===== config.mk =====
export PLATFORM = sky130hd
export DESIGN_NAME = apb_cmd_master
export DESIGN_NICKNAME = d
export VERILOG_FILES = /design/src/rtl/apb_pkg.sv /design/src/rtl/apb_wdt.sv /design/src/rtl/apb_cmd_master.sv
export SDC_FILE = /design/constraint.sdc
export NUM_CORES = 1
export LEC_CHECK = 0
export CAP_MARGIN = 20
export CORE_AREA = 2 2 123 125
export CTS_CLUSTER_DIAMETER = 150
export DETAILED_ROUTE_END_ITERATION = 12
export DIE_AREA = 0 0 125 127
export PLACE_DENSITY_LB_ADDON = 0.05
export SLEW_MARGIN = 25
export SYNTH_ARGS = -nofsm -noshare
export SYNTH_HDL_FRONTEND = slang
export SYNTH_SLANG_ARGS = --single-unit

===== constraint.sdc =====
create_clock -name pclk -period 3.03 [get_ports pclk]
set_clock_uncertainty 0.1 [all_clocks]
set_input_delay 0.7575 -clock pclk [delete_from_list [all_inputs] [get_ports pclk]]
set_output_delay 0.7575 -clock pclk [all_outputs]
set_load 0.01 [all_outputs]

===== src/rtl/apb_pkg.sv =====
// Shared definitions for the APB command master: bus widths and FSM states.
package apb_pkg;

    localparam int APB_ADDR_W = 32;
    localparam int APB_DATA_W = 32;

    typedef enum logic [1:0] {
        ST_IDLE   = 2'd0,
        ST_SETUP  = 2'd1,
        ST_ACCESS = 2'd2,
        ST_RESP   = 2'd3
    } apb_state_t;

endpackage


===== src/rtl/apb_wdt.sv =====
// ACCESS-phase watchdog: counts cycles spent waiting for pready and flags
// the cycle in which the wait budget is used up.
module apb_wdt #(
    parameter int LIMIT = 16
) (
    input  logic clk,
    input  logic rst,
    input  logic clear,
    input  logic enable,
    output logic expired
);

    // Index of the last permitted ACCESS cycle (count starts at 0).
    localparam logic [15:0] LAST = 16'(LIMIT - 1);

    logic [15:0] count;

    // Count enabled cycles; hold once the limit is reached so it cannot wrap.
    always_ff @(posedge clk) begin
        if (rst || clear) begin
            count <= '0;
        end else if (enable && !expired) begin
            count <= count + 16'd1;
        end
    end

    // Expired during the final permitted ACCESS cycle, so the FSM aborts on
    // the edge that closes it unless pready arrives in that same cycle.
    always_comb begin
        expired = (count == LAST);
    end

endmodule


===== src/rtl/apb_cmd_master.sv =====
// Single-outstanding APB requester: accepts one command, runs SETUP/ACCESS
// with a wait-state watchdog, and holds the response until consumed.
module apb_cmd_master
    import apb_pkg::*;
#(
    parameter int TIMEOUT_CYCLES = 16
) (
    input  logic                  pclk,
    input  logic                  preset,
    input  logic                  cmd_valid,
    output logic                  cmd_ready,
    input  logic                  cmd_write,
    input  logic [APB_ADDR_W-1:0] cmd_addr,
    input  logic [APB_DATA_W-1:0] cmd_wdata,
    output logic                  psel,
    output logic                  penable,
    output logic                  pwrite,
    output logic [APB_ADDR_W-1:0] paddr,
    output logic [APB_DATA_W-1:0] pwdata,
    input  logic                  pready,
    input  logic                  pslverr,
    input  logic [APB_DATA_W-1:0] prdata,
    output logic                  rsp_valid,
    input  logic                  rsp_ready,
    output logic [APB_DATA_W-1:0] rsp_rdata,
    output logic                  rsp_err,
    output logic                  rsp_timeout,
    output logic [15:0]           txn_count,
    output logic [15:0]           err_count
);

    apb_state_t state;
    logic       wdt_clear;
    logic       wdt_enable;
    logic       wdt_expired;

    // Watchdog restarts while in SETUP so it reads 0 in the first ACCESS cycle.
    always_comb begin
        wdt_clear  = (state == ST_SETUP);
        wdt_enable = (state == ST_ACCESS);
    end

    apb_wdt #(
        .LIMIT (TIMEOUT_CYCLES)
    ) u_wdt (
        .clk     (pclk),
        .rst     (preset),
        .clear   (wdt_clear),
        .enable  (wdt_enable),
        .expired (wdt_expired)
    );

    // Transfer FSM with every output registered alongside the state.
    always_ff @(posedge pclk) begin
        if (preset) begin
            state       <= ST_IDLE;
            cmd_ready   <= 1'b1;
            psel        <= 1'b0;
            penable     <= 1'b0;
            pwrite      <= 1'b0;
            paddr       <= '0;
            pwdata      <= '0;
            rsp_valid   <= 1'b0;
            rsp_rdata   <= '0;
            rsp_err     <= 1'b0;
            rsp_timeout <= 1'b0;
            txn_count   <= '0;
            err_count   <= '0;
        end else begin
            case (state)
                ST_IDLE: begin
                    if (cmd_valid) begin
                        cmd_ready <= 1'b0;
                        psel      <= 1'b1;
                        pwrite    <= cmd_write;
                        paddr     <= cmd_addr;
                        pwdata    <= cmd_wdata;
                        state     <= ST_SETUP;
                    end
                end
                ST_SETUP: begin
                    penable <= 1'b1;
                    state   <= ST_ACCESS;
                end
                ST_ACCESS: begin
                    // pready is checked first so a completion in the final
                    // permitted cycle is never reported as a timeout.
                    if (pready) begin
                        psel        <= 1'b0;
                        penable     <= 1'b0;
                        rsp_valid   <= 1'b1;
                        rsp_rdata   <= pwrite ? '0 : prdata;
                        rsp_err     <= pslverr;
                        rsp_timeout <= 1'b0;
                        txn_count   <= txn_count + 16'd1;
                        if (pslverr) begin
                            err_count <= err_count + 16'd1;
                        end
                        state <= ST_RESP;
                    end else if (wdt_expired) begin
                        psel        <= 1'b0;
                        penable     <= 1'b0;
                        rsp_valid   <= 1'b1;
                        rsp_rdata   <= '0;
                        rsp_err     <= 1'b1;
                        rsp_timeout <= 1'b1;
                        txn_count   <= txn_count + 16'd1;
                        err_count   <= err_count + 16'd1;
                        state       <= ST_RESP;
                    end
                end
                ST_RESP: begin
                    if (rsp_ready) begin
                        rsp_valid <= 1'b0;
                        cmd_ready <= 1'b1;
                        state     <= ST_IDLE;
                    end
                end
                default: begin
                    state <= ST_IDLE;
                end
            endcase
        end
    end

endmodule


# == After elaboration in Yosys (flattened, before gate mapping) ==
# Index checks and enable logic that the tools add are counted.
# Widths: inputs -> output; s select.
# word_totals
wordCells,69
regBits,153
in_bits,103
out_inout_bits,135
# classes
reduce_logical,17
mux,27
eq_ne,8
addsub,3
# ops
operator,count
$mux 32,3
$mux 16,5
$add 16x1->16 const B,3
$eq 16x4->1 const B,1
$reduce_and 3->1,5
$mux 1,10
$reduce_bool 2->1,5
$mux 2,4
$pmux 1 s2,4
$pmux 2 s4,1
$reduce_and 2->1,3
$eq 2x2->1 const B,2
$ne 2x2->1 const B,2
$ne 3x3->1 const B,1
$eq 2x1->1 const B,1
$logic_not 2->1,1
$ne 2x1->1 const B,1
$logic_and 1x1->1,1
$logic_not 1->1,1
$logic_or 1x1->1,1

# == Depth between registers and ports, before layout ==
# depth
ltp_word,4
ltp_mapped,8
mapped_depth_nobuf,6

# == Modules after synthesis ==
# From an unflattened synthesis, not the netlist that was laid out.
# hier_totals
hier_cells,742
area_unflattened_um2,6042.0
# by_module_without_submodules
mod,n_inst,seq_area_each_um2,area_per_inst_um2,cells_each
apb_cmd_master,1,2742.6,5231.3,643
apb_wdt,1,320.3,810.8,99

# == Worst setup path after synthesis ==
# OpenSTA, ideal clock, no wires.
# synth_path
kind,register -> register
startpoint,register u_wdt.count[11]
endpoint,register err_count[13]
period_less_slack_ns,2.435
t_arrival_ns,2.212
path_slack_ns,0.595
n_path_buf,1
setup_time_ns,0.123
stages_incl_launch_ff,6
t_required_ns,2.807
path_cell_list,dfxtp_1 > or4_4 > or4_1 > buf_4 > a2111oi_4 > mux2_1
# synth_via
elab_chain_cells,3
# synth_rtl
element,line,source
start: declaration,apb_wdt.sv:16,logic [15:0] count;
start signal: assignment,apb_wdt.sv:23,count <= count + 16'd1;
$eq 16x4->1,apb_wdt.sv:30,expired = (count == LAST);
$reduce_bool 2->1 (no source line),-,
$reduce_and 3->1 (no source line),-,
end signal: assignment,apb_cmd_master.sv:97,err_count <= err_count + 16'd1;
end signal: assignment,apb_cmd_master.sv:108,err_count <= err_count + 16'd1;
end: declaration,apb_cmd_master.sv:29,output logic [15:0] err_count
# No other way between the ends.
# A chain may end at the register's enable or synchronous reset.

# == Worst setup path after layout ==
# layout_path
startpoint,register u_wdt.count[11]
endpoint,register err_count[15]
# The elaborated chain is that of the path after synthesis.

==> impl_results.rst <==
.. list-table::
   :header-rows: 1

   * - Metric
     - Value
   * - Cell family contributing the most delay on the critical path
     - simple AND/OR/NAND/NOR gates
   * - Post-DRT Antenna Nets
     - 0
   * - Vertical die dimension
     - approximately 130 um
   * - Filler cells
     - ~1200
   * - Highest fanout seen on the critical path
     - 5
   * - Combined area of all synthesized cells
     - 6422 um^2
   * - Combinational family with the most area after synthesis
     - simple AND/OR/NAND/NOR gates
   * - Deepest clock path buffer count
     - 2
   * - Routed via count divided by cell count
     - 5.211
   * - Count of nets after finishing
     - between 1000 and 1500
   * - VDD IR max
     - 0.0004732 V
   * - Standby leakage power
     - about 3.7 nW
   * - Std cell rows
     - 44
   * - Remaining Overflow, GRT
     - 0
   * - Post-CTS repair timing setup buffer count
     - 0
   * - Outcome
     - completed
   * - CTS H-tree depth
     - 4
   * - Complex-gate fraction of the synthesized area
     - 13.29%
   * - Required time worst endpoint
     - 3.25 ns
   * - Number of global-route vias before repair
     - 6005
   * - Total of max-cap violations
     - 0
   * - DR vias
     - between 6000 and 7000
   * - Most numerous cell in the Yosys netlist
     - nand2_1
   * - Worst Path Arrival
     - 2.87 ns
   * - Post-synthesis mux area share
     - 8.611%
   * - DP Cell Count
     - 1155
   * - Synthesized-area fraction occupied by and/or/nand/nor cells
     - roughly a quarter
   * - Kind of launch point of the worst setup path
     - register
   * - Count of input and output buffers
     - 237
   * - Number of buffers created by CTS
     - 17
   * - Count of flip-flops with a built-in enable after synthesis
     - 0
   * - Hold Crit Class
     - reg2reg
   * - DR DRC count
     - 0
   * - Post-synthesis share of cell area spent on xor and xnor gates
     - 0.6819%
   * - Worst setup path class
     - reg2reg
   * - Core Region
     - 14420 um^2
   * - Period utilisation layout
     - 87.63%
   * - Final Hold Vio Count
     - 0
   * - Detailed Routing Iterations Pass 1
     - 4
   * - Number of ports placed on the die boundary
     - 238
   * - Global-route usage over all layers
     - 22.88%
   * - Post-CTS resize count
     - 0
   * - Post-layout minimum cycle time
     - 2.655 ns
   * - Number of antenna violations at the first check in global routing
     - 0
   * - Average cell area after synthesis
     - 8.341 um^2
   * - Synthesis Warnings
     - 0
   * - Number of synthesized register bits
     - 153
   * - Yosys top cell by area
     - dfxtp_1
   * - Cell at the root of the clock tree
     - clkbuf_16
   * - Unrepaired setup endpoints after global routing
     - false
   * - Total Power
     - 0.006254 W
   * - RD Place Congestion
     - 0.8080
   * - Ratio of cells with drive above 1 in the final layout
     - 7.777%
   * - Final slew viol count
     - 0
   * - Cell-by-cell listing of the critical path
     - or4_4 -> or4_1 -> a2111oi_0 -> mux2_2
   * - Worst hold slack across all endpoints
     - between 0.3 and 0.4 ns
   * - Most frequent cells after synthesis
     - 213 x nand2_1, 153 x dfxtp_1, 97 x a21oi_1, 37 x clkbuf_1, 35 x mux2i_1
   * - Number of sinks on the clock net
     - 153
   * - Number of non-filler instances in the completed layout
     - 1187
   * - Top area cells in the synthesized netlist
     - dfxtp_1 48%, nand2_1 12%, a21oi_1 7.6%
   * - Async set or reset register ratio after synthesis
     - 0%
   * - Total of hold buffers inserted after clock tree synthesis
     - 0
   * - Estimated wirelength of the detail-placed design
     - 13.11 mm
   * - Clock transition at the registers of the reported paths
     - approximately 0.060 ns
   * - Netlist cell types
     - 43
   * - Yosys top cell area share
     - 47.69%
   * - Worst path buffer plus inverter count
     - 0
   * - Diode count
     - 0
   * - Starting utilization of the core area
     - 44.53%
   * - Worst-margin pin slew
     - 0.7401 ns
   * - Dominant synthesized flop cell
     - dfxtp_1
   * - DRC violation total after the first TritonRoute iteration
     - 326
   * - Largest net degree at the start of global routing
     - 66
   * - Achievable Freq
     - 0.3766 GHz
   * - Final setup violating endpoints
     - 0
   * - CP max stage delay
     - about 0.67 ns
   * - Detailed-route wire length per cell
     - about 16 um
   * - Area share of fa/ha/maj cells after synthesis
     - under 10%
   * - DIE AREA
     - approximately 16000 um^2
   * - Detailed-route wire length
     - between 15 and 20 mm
   * - Cells after synthesis
     - 770
   * - Critical Path Slowest Stage Cell
     - or4_1
   * - Horizontal die dimension
     - between 100 and 150 um
   * - Number of nets produced by synthesis
     - 880
   * - Sequential element share of the synthesized area
     - between 40% and 50%
   * - Sum of negative setup slack
     - 0 ns
   * - Cell area power density
     - 647.2 nW/um^2
   * - Area overhead of the layout relative to synthesis
     - 50.46%
   * - TritonCTS clock tree
     - built
   * - Slew Limit Headroom
     - roughly 50%
   * - First-pass GRT wire length
     - approximately 30 mm
   * - CP endpoint kind
     - register
   * - Clock latency of the later-clocked register in the worst-skew pair
     - between 0.4 and 0.5 ns
stage by stage:
| stage | util [%] | cell area [um^2] | worst slack, ns |
|---|---|---|---|
| final | 66.99 | 9663 | 0.3747 |
| after detailed placement | 62.47 | 9011 | 0.04737 |
| after global routing | 66.99 | 9663 | 0.2651 |
| after floorplan | - | 6422 | 0.5946 |
| after CTS | 66.99 | 9663 | 0.3732 |
| after global placement | 62.47 | 9011 | 0.1090 |
layout make-up:
cell class | instances | area [um^2] | share of cell area [%]
inverter | 11 | 41.29 | 0.4273
timing repair buffer | 253 | 2540 | 26.29
clock buffer | 19 | 452.9 | 4.687
sequential | 153 | 3063 | 31.70
clock inverter | 13 | 198.9 | 2.059
multi-input combinational | 554 | 3137 | 32.46
tap | 184 | 230.2 | 2.382
cells in the final DEF (no fill, tap or decap), types with 3 or more instances in the layout:
cell type / synthesis / routed
a211oi_1: 5 / 5
mux2_2: 17 / 17
bufinv_16: 0 / 5
nand2_1: 213 / 212
xor2_1: 4 / 4
clkdlybuf4s50_1: 0 / 236
clkinv_2: 0 / 5
ha_1: 7 / 7
or4_1: 16 / 16
a21oi_1: 97 / 97
o21ai_0: 12 / 11
and2_1: 6 / 5
o31ai_1: 15 / 15
or2_2: 4 / 4
and4_1: 5 / 5
and3_1: 5 / 5
mux2i_1: 35 / 35
nor2b_1: 22 / 22
nor4_1: 3 / 3
nand4_1: 15 / 15
inv_1: 10 / 10
nand3_1: 18 / 18
nor2_1: 26 / 26
or3_1: 6 / 6
clkbuf_16: 0 / 17
buf_12: 0 / 4
dfxtp_1: 153 / 153
buf_4: 1 / 13
worst paths after layout:
| path | depth (start not counted) | slack, ns | start | endpoint |
|---|---|---|---|---|
| setup reg to reg | 4 | 0.37 | u_wdt.count[11] | err_count[15] |
| hold / removal | 2 | 0.35 | pwdata[24] | pwdata[24] |
| hold reg to reg | 2 | 0.35 | pwdata[24] | pwdata[24] |
| setup / recovery | 4 | 0.37 | u_wdt.count[11] | err_count[15] |
logic make-up (layout without fill, tap and decap cells):
| kind of cell | count (synthesis) | after routing |
|---|---|---|
| and+or+nand+nor | 345 | 345 |
| DFF | 153 | 153 |
| AOI/OAI and AO/OA | 144 | 144 |
| buffers and inverters | 63 | 296 |
| muxes | 53 | 53 |
| adders and majority gates | 7 | 7 |
| xor gates and xnor gates | 5 | 5 |
flip-flops by register name (all words and copies together) (netlist names), 2 cells and up:
signal       cells
paddr           32
pwdata          32
rsp_rdata       32
err_count       16
txn_count       16
u_wdt.count     16
state            2
per-layer routing:
layer  GRT usage (%)  routed length [um]  share of wire, %  vias up
met5               0                   0                 0        -
met4           10.07                 542               2.9        0
met3           7.831                1402               7.6       34
met2           39.16                8930                48      203
met1           26.05                7664                41     2864
li1                -                   -                 -     3084
worst reg2reg max path, stage by stage, from the launching register on:
cell and delay (ns):
dfxtp_1 0.34, or4_4 0.57, or4_1 0.67, a2111oi_0 0.48
mux2_2 0.39
power breakdown:
group | switching (W) | internal, W | leakage (nW)
clock network | 0.000830 | 0.00150 | 0.319
registers | 0.000122 | 0.00223 | 1.24
logic | 0.000834 | 0.000742 | 2.11
total | 0.00179 | 0.00447 | 3.67
Power figures use the tool's default switching activity.
